[src/rtl/cmp_width_meter.sv]
// Multi-channel comparator pulse-width meter: synchronises each comparator, measures its
// high-time in clk cycles, buffers one result per channel and streams results round-robin.
module cmp_width_meter #(
   parameter int unsigned NUM_CH      = 4,
   parameter int unsigned CNT_WIDTH   = 16,
   parameter int unsigned SYNC_STAGES = 2,
   parameter int unsigned MIN_WIDTH   = 1,
   localparam int unsigned CH_W       = (NUM_CH > 1) ? $clog2(NUM_CH) : 1
) (
   input  logic                 clk_i,
   input  logic                 rst_ni,
   input  logic                 en_i,
   input  logic [NUM_CH-1:0]    cmp_in_i,
   input  logic                 clr_drop_i,
   output logic                 out_valid_o,
   input  logic                 out_ready_i,
   output logic [CH_W-1:0]      out_ch_o,
   output logic [CNT_WIDTH-1:0] out_width_o,
   output logic                 out_sat_o,
   output logic [NUM_CH-1:0]    drop_o
);

   typedef enum logic [1:0] {StIdle, StArmed, StCount} ch_state_e;

   localparam logic [CNT_WIDTH-1:0] MinCnt = CNT_WIDTH'(MIN_WIDTH);
   localparam logic [CNT_WIDTH-1:0] CntOne = CNT_WIDTH'(1);
   localparam logic [CH_W-1:0]      LastCh = CH_W'(NUM_CH - 1);

   logic [NUM_CH-1:0]      sync_q [SYNC_STAGES];
   logic [SYNC_STAGES-1:0] prime_q;
   logic [NUM_CH-1:0]      s_prev_q;
   logic [NUM_CH-1:0]      s;
   logic [NUM_CH-1:0]      rise;
   logic [NUM_CH-1:0]      fall;
   logic                   primed;

   assign s      = sync_q[SYNC_STAGES-1];
   assign rise   = s & ~s_prev_q;
   assign fall   = ~s & s_prev_q;
   // Synchroniser output is only trusted once it has been refilled after reset, so a
   // pulse already high at reset release cannot look like a fresh rising edge.
   assign primed = &prime_q;

   always_ff @(posedge clk_i or negedge rst_ni) begin
      if (!rst_ni) begin
         for (int k = 0; k < SYNC_STAGES; k++) sync_q[k] <= '0;
         prime_q  <= '0;
         s_prev_q <= '0;
      end else begin
         sync_q[0] <= cmp_in_i;
         for (int k = 1; k < SYNC_STAGES; k++) sync_q[k] <= sync_q[k-1];
         prime_q  <= {prime_q[SYNC_STAGES-2:0], 1'b1};
         s_prev_q <= s;
      end
   end

   ch_state_e            state_q [NUM_CH];
   ch_state_e            state_d [NUM_CH];
   logic [CNT_WIDTH-1:0] cnt_q   [NUM_CH];
   logic [CNT_WIDTH-1:0] cnt_d   [NUM_CH];
   logic [NUM_CH-1:0]    sat_q;
   logic [NUM_CH-1:0]    sat_d;
   logic [NUM_CH-1:0]    offer;

   always_ff @(posedge clk_i or negedge rst_ni) begin
      if (!rst_ni) begin
         for (int i = 0; i < NUM_CH; i++) begin
            state_q[i] <= StIdle;
            cnt_q[i]   <= '0;
         end
         sat_q <= '0;
      end else begin
         for (int i = 0; i < NUM_CH; i++) begin
            state_q[i] <= state_d[i];
            cnt_q[i]   <= cnt_d[i];
         end
         sat_q <= sat_d;
      end
   end

   always_comb begin
      for (int i = 0; i < NUM_CH; i++) begin
         state_d[i] = state_q[i];
         if (!en_i) begin
            state_d[i] = StIdle;
         end else begin
            unique case (state_q[i])
               StIdle:  if (primed && !s[i]) state_d[i] = StArmed;
               StArmed: if (rise[i]) state_d[i] = StCount;
               StCount: if (fall[i]) state_d[i] = StArmed;
               default: state_d[i] = StIdle;
            endcase
         end
      end
   end

   always_comb begin
      for (int i = 0; i < NUM_CH; i++) begin
         cnt_d[i] = cnt_q[i];
         sat_d[i] = sat_q[i];
         offer[i] = 1'b0;
         if (!en_i) begin
            cnt_d[i] = '0;
            sat_d[i] = 1'b0;
         end else if (state_q[i] == StArmed && rise[i]) begin
            cnt_d[i] = CntOne;
            sat_d[i] = 1'b0;
         end else if (state_q[i] == StCount) begin
            if (fall[i]) begin
               offer[i] = (cnt_q[i] >= MinCnt);
            end else if (cnt_q[i] == '1) begin
               sat_d[i] = 1'b1;
            end else begin
               cnt_d[i] = cnt_q[i] + CntOne;
            end
         end
      end
   end

   logic [NUM_CH-1:0]    slot_full_q;
   logic [NUM_CH-1:0]    slot_full_d;
   logic [NUM_CH-1:0]    slot_sat_q;
   logic [NUM_CH-1:0]    slot_sat_d;
   logic [CNT_WIDTH-1:0] slot_width_q [NUM_CH];
   logic [CNT_WIDTH-1:0] slot_width_d [NUM_CH];
   logic [NUM_CH-1:0]    drop_q;
   logic [NUM_CH-1:0]    drop_d;
   logic [NUM_CH-1:0]    drop_set;
   logic [NUM_CH-1:0]    pop;

   // A pop in the same cycle frees the slot, so a simultaneous offer is never dropped.
   always_comb begin
      for (int i = 0; i < NUM_CH; i++) begin
         slot_full_d[i]  = slot_full_q[i];
         slot_sat_d[i]   = slot_sat_q[i];
         slot_width_d[i] = slot_width_q[i];
         drop_set[i]     = 1'b0;
         if (offer[i]) begin
            if (!slot_full_q[i] || pop[i]) begin
               slot_full_d[i]  = 1'b1;
               slot_sat_d[i]   = sat_q[i];
               slot_width_d[i] = cnt_q[i];
            end else begin
               drop_set[i] = 1'b1;
            end
         end else if (pop[i]) begin
            slot_full_d[i] = 1'b0;
         end
      end
      drop_d = drop_set | (drop_q & ~{NUM_CH{clr_drop_i}});
   end

   always_ff @(posedge clk_i or negedge rst_ni) begin
      if (!rst_ni) begin
         slot_full_q <= '0;
         slot_sat_q  <= '0;
         for (int i = 0; i < NUM_CH; i++) slot_width_q[i] <= '0;
         drop_q      <= '0;
      end else begin
         slot_full_q <= slot_full_d;
         slot_sat_q  <= slot_sat_d;
         for (int i = 0; i < NUM_CH; i++) slot_width_q[i] <= slot_width_d[i];
         drop_q      <= drop_d;
      end
   end

   logic                 out_valid_q;
   logic                 out_valid_d;
   logic                 out_sat_q;
   logic                 out_sat_d;
   logic [CH_W-1:0]      out_ch_q;
   logic [CH_W-1:0]      out_ch_d;
   logic [CNT_WIDTH-1:0] out_width_q;
   logic [CNT_WIDTH-1:0] out_width_d;
   logic [CH_W-1:0]      ptr_q;
   logic [CH_W-1:0]      ptr_d;
   logic [CH_W-1:0]      grant;
   logic [CH_W-1:0]      idx;
   logic                 grant_vld;
   logic                 load;

   assign load = ~out_valid_q | out_ready_i;

   always_comb begin
      grant_vld = 1'b0;
      grant     = '0;
      idx       = '0;
      for (int unsigned k = 0; k < NUM_CH; k++) begin
         idx = CH_W'((32'(ptr_q) + k) % NUM_CH);
         if (!grant_vld && slot_full_q[idx]) begin
            grant_vld = 1'b1;
            grant     = idx;
         end
      end
   end

   always_comb begin
      out_valid_d = out_valid_q;
      out_ch_d    = out_ch_q;
      out_width_d = out_width_q;
      out_sat_d   = out_sat_q;
      ptr_d       = ptr_q;
      pop         = '0;
      if (load) begin
         out_valid_d = grant_vld;
         if (grant_vld) begin
            out_ch_d    = grant;
            out_width_d = slot_width_q[grant];
            out_sat_d   = slot_sat_q[grant];
            ptr_d       = (grant == LastCh) ? '0 : grant + 1'b1;
            pop[grant]  = 1'b1;
         end
      end
   end

   always_ff @(posedge clk_i or negedge rst_ni) begin
      if (!rst_ni) begin
         out_valid_q <= 1'b0;
         out_ch_q    <= '0;
         out_width_q <= '0;
         out_sat_q   <= 1'b0;
         ptr_q       <= '0;
      end else begin
         out_valid_q <= out_valid_d;
         out_ch_q    <= out_ch_d;
         out_width_q <= out_width_d;
         out_sat_q   <= out_sat_d;
         ptr_q       <= ptr_d;
      end
   end

   assign out_valid_o = out_valid_q;
   assign out_ch_o    = out_ch_q;
   assign out_width_o = out_width_q;
   assign out_sat_o   = out_sat_q;
   assign drop_o      = drop_q;

endmodule

[config.mk]
export PLATFORM = sky130hd
export DESIGN_NAME = cmp_width_meter
export DESIGN_NICKNAME = d
export VERILOG_FILES = /design/src/rtl/cmp_width_meter.sv
export SDC_FILE = /design/constraint.sdc
export NUM_CORES = 1
export LEC_CHECK = 0
export BUFFER_PORTS_ARGS = -buffer_cell sky130_fd_sc_hd__buf_2
export CORE_UTILIZATION = 51
export DETAILED_ROUTE_END_ITERATION = 10
export PLACE_DENSITY = 0.75
export SETUP_SLACK_MARGIN = 0.15
export SKIP_CTS_REPAIR_TIMING = 1
export SLEW_MARGIN = 20
export SYNTH_ARGS = -nofsm -noshare
export SYNTH_HDL_FRONTEND = slang
export SYNTH_SLANG_ARGS = --single-unit
[constraint.sdc]
create_clock -name clk_i -period 5.4 [get_ports clk_i]
set_input_delay 1.08 -clock clk_i [delete_from_list [all_inputs] [get_ports clk_i]]
set_output_delay 1.08 -clock clk_i [all_outputs]
set_load 0.02 [all_outputs]
==> results list <==
- The flow ran to the end, and the final reports show no timing, DRC or antenna violations.
* Highest achievable clock rate: approximately 0.30 GHz
- Total wire length after detailed routing: between 20000 and 25000 µm
* DRC marker count from the first detailed-route iteration: around 500
- In this run the critical register-to-register path is launched from slot_full_q[2].
* H-tree level count: 4
* Synth unique cells: 65
- Measured on the finished design, the core utilization comes to around 58%.
- Clock transition at the registers of the reported paths: roughly 0.070 ns
- Summing over every cut layer, the via total after detailed routing is around 6600.
* GRT overflow: 0
* Crit path DAT: around 3.7 ns
- Final period util: 61.62%
- Timing analysis after detailed placement gives a worst setup slack of 2.041 ns.
- For this run, global-route usage on met1 was measured as a little over a third.
- Leaving out fill and tap cells, the most frequent cell in the layout is dfrtp_1.
- Met2 track demand over resource in global routing: approximately 36%
- The number of antenna violations at the first check in global routing came to 0.
- Hold Violations, Final: 0
- Counting the fill cells in the layout gives about 1400.
- Core Region: about 17000 µm²
* Root Driver: clkbuf_16
- In the synthesized netlist the async set-or-reset flop fraction comes to between 90% and 100%.
- In this run the cell area of the synthesized design comes to slightly above 9000 µm².
- Busiest layer in global routing: met2
* Wire length per cell: around 19 µm
* Worst setup SP type: flop
- Final HPWL from detailed placement: ~14000 µm
* Seq cells post-synth: 188
* Global routing usage summed across all routing layers: 24.32%
- Synthesis handed over a netlist of slightly above 800 instances.
- After the last flow step, the layout net total stands at 870.
- Chip width: 135.4 µm
- The first global-routing pass estimated 33790 µm of wire.
* Fraction of layout instances using a drive strength above 1: about 18%
* Critical Path RT: approximately 5.7 ns
- Starting utilization of the core area: between 50% and 60%
- The via count of the first global-routing pass came to 6231.
- For this run, the register share of the synthesized area comes to 51.81%.
- Flip-flop cell with the highest count after synthesis: dfrtp_1
* Filler-free cell count of the finished design: between 1000 and 1500
- Leaving out fill and tap cells, the most frequent cells in the layout are 188 x dfrtp_1, 73 x nand2_1, 70 x mux2_2.
- STA classifies the critical path endpoint as a flop.
- Startpoint of the most critical hold path: sync_q[4]
* Slew at the pin closest to its max-slew limit: around 0.91 ns
- Entering global routing, the biggest net connects 84 pins.
- Counting every sink on the clock net gives 188.
- Worst supply voltage drop on vdd: around 240 µV
* Final Skew: around 0.0067 ns
- Placed cell count: roughly 1100
- In this run the worst path has a maximum fanout of 22.
- Insertion delay to the later sink of the worst-skew pair: ~0.43 ns
* RD Place Congestion: ~0.9
- In the routed design, unresolved DRC markers number 0.
* Die Outline Area: about 18000 µm²
* Clock buffer count from CTS: 17
* Final critical path time including I/O delays and setup: between 3 and 4 ns
- Relative to the synthesized area, the layout overhead comes to 10.25%.
- Setup repair after global routing left no endpoint under its margin.
- The critical path is of the reg -> reg type.
- During placement, the flow inserted port buffers numbering 32.
- The repair_antennas step left the layout with diodes totalling 0.
- Num rows: 48
* Ys Warns: 0
* Max-Slew Margin vs Limit: around 40%
- For this run, global-route usage on met3 was measured as approximately 3.6%.
* Static leakage: approximately 4.8 nW
- Adding up every negative setup slack in the final design gives 0 ns.
* Via density per instance: approximately 6.1
* Number of flops mapped to enable cells by yosys: 0
* Net count after synthesis: ~850
- Number of endpoints failing setup at the final stage: 0
- Average footprint of a synthesized cell: ~11 µm²
* Drt pass-1 iters: 5
- PnR worst setup slack: just over 2 ns
- In this run the power density over the cells is around 290 nW/µm².
- Counting along the longest clock path gives a buffer depth of 2.
* Number of nets still failing antenna checks after routing: 0
- TritonCTS built the clock tree.
- The final count of pins violating max slew came to 0.
* Number of violations of the max-capacitance limit: 0
- Launch point of the worst path: slot_full_q[2]
- The design draws around 2.9 mW.
- In this run the count of I/O pins placed on the die edge is 33.
- Type of the worst min-delay path: reg -> reg
- Die span in y: roughly 140 µm
- Setup slack on the worst reg-to-reg path comes out at ~2.1 ns.
routing by layer:
metal	vias to the layer above	share of wire [%]
met2	169	45
li1	3080	-
met3	35	3.9
met5	-	0
met1	3362	48
met4	0	2.9
path summary, 6_finish.rpt:
kind                                    end  depth (start not counted)
setup / recovery           slot_width_q[13]                          9
hold / removal                         s[0]                          0
setup reg to reg           slot_width_q[13]                          9
hold reg to reg                        s[0]                          0
max in group asynchronous         cnt_q[53]                          2
min in group asynchronous          cnt_q[7]                          1
Yosys cell counts (all sizes together) (7+ instances only):
library cell	n	area, µm²
dfrtp	188	4705
nand2	74	280.3
mux2	70	788.3
nor2	52	195.2
a21oi	37	185.2
mux2i	36	360.4
nand3	23	115.1
buf	19	101.3
inv	19	71.32
nand2b	18	112.6
nor4	18	112.6
o221ai	17	148.9
xor2	17	148.9
ha	16	200.2
or4	16	120.1
and3	15	93.84
nand4	15	100.1
o211ai	15	127.6
and2	14	87.58
o21ai	14	77.57
clkbuf	12	45.04
nor3	11	60.06
o31ai	10	75.07
o22ai	8	50.05
and4	7	63.81
or3	7	43.79
xnor2	7	61.31
cell type report:
class / count / area (µm²) / area share [%]
Clock buffer: 23 / 488.0 / 4.874
Multi-Input combinational cell: 583 / 4183 / 41.78
Sequential cell: 188 / 4705 / 46.99
Inverter: 19 / 71.32 / 0.7124
Clock inverter: 8 / 83.83 / 0.8374
Timing Repair Buffer: 36 / 198.9 / 1.987
Tap cell: 225 / 281.5 / 2.812
power breakdown:
part / total, mW / internal, mW / switching (mW)
clock: 1.22 / 0.684 / 0.534
combinational: 0.206 / 0.0650 / 0.141
sequential: 1.46 / 1.43 / 0.0264
total: 2.88 / 2.18 / 0.701
per-stage QoR:
stage | cell area (µm²) | hold slack, ns
floorplan | 9080 | 0.3312
global placement | 9439 | 0.3311
detailed placement | 9439 | 0.3364
CTS | 10010 | 0.3509
global route | 10010 | 0.3610
finish | 10010 | 0.3501
worst max-delay path: stages (launching register included):
cell and delay [ns]:
dfrtp_1 0.44, inv_1 0.08, o221a_2 0.30, o22ai_4 0.69, inv_1 0.21, ha_1 0.26, nand2_1 0.06, nand2_1 0.13
nand2b_1 0.61, mux2_2 0.41
kinds of logic after synthesis:
logic type / count (synthesis) / share of synthesized area, %
other: 1 / 0.04130
XOR/XNOR: 24 / 2.315
multiplexers: 106 / 12.65
buffers and inverters: 50 / 2.398
AO/OA/AOI/OAI: 139 / 10.97
adder cells (fa/ha/maj): 16 / 2.205
AND/OR/NAND/NOR: 297 / 17.61
flip-flops: 188 / 51.81
registers in the layout, indices dropped and copies added (netlist names):
name and cells:
state_q 8, sat_q 4, prime_q 2, out_valid_o 1
cnt_q 64, ptr_q 2, sync_q 4, drop_o 4
out_width_o 16, out_ch_o 2, s_prev_q 4, out_sat_o 1
slot_full_q 4, slot_sat_q 4, s 4, slot_width_q 64
No activity file was read; power rests on OpenSTA's default activity.
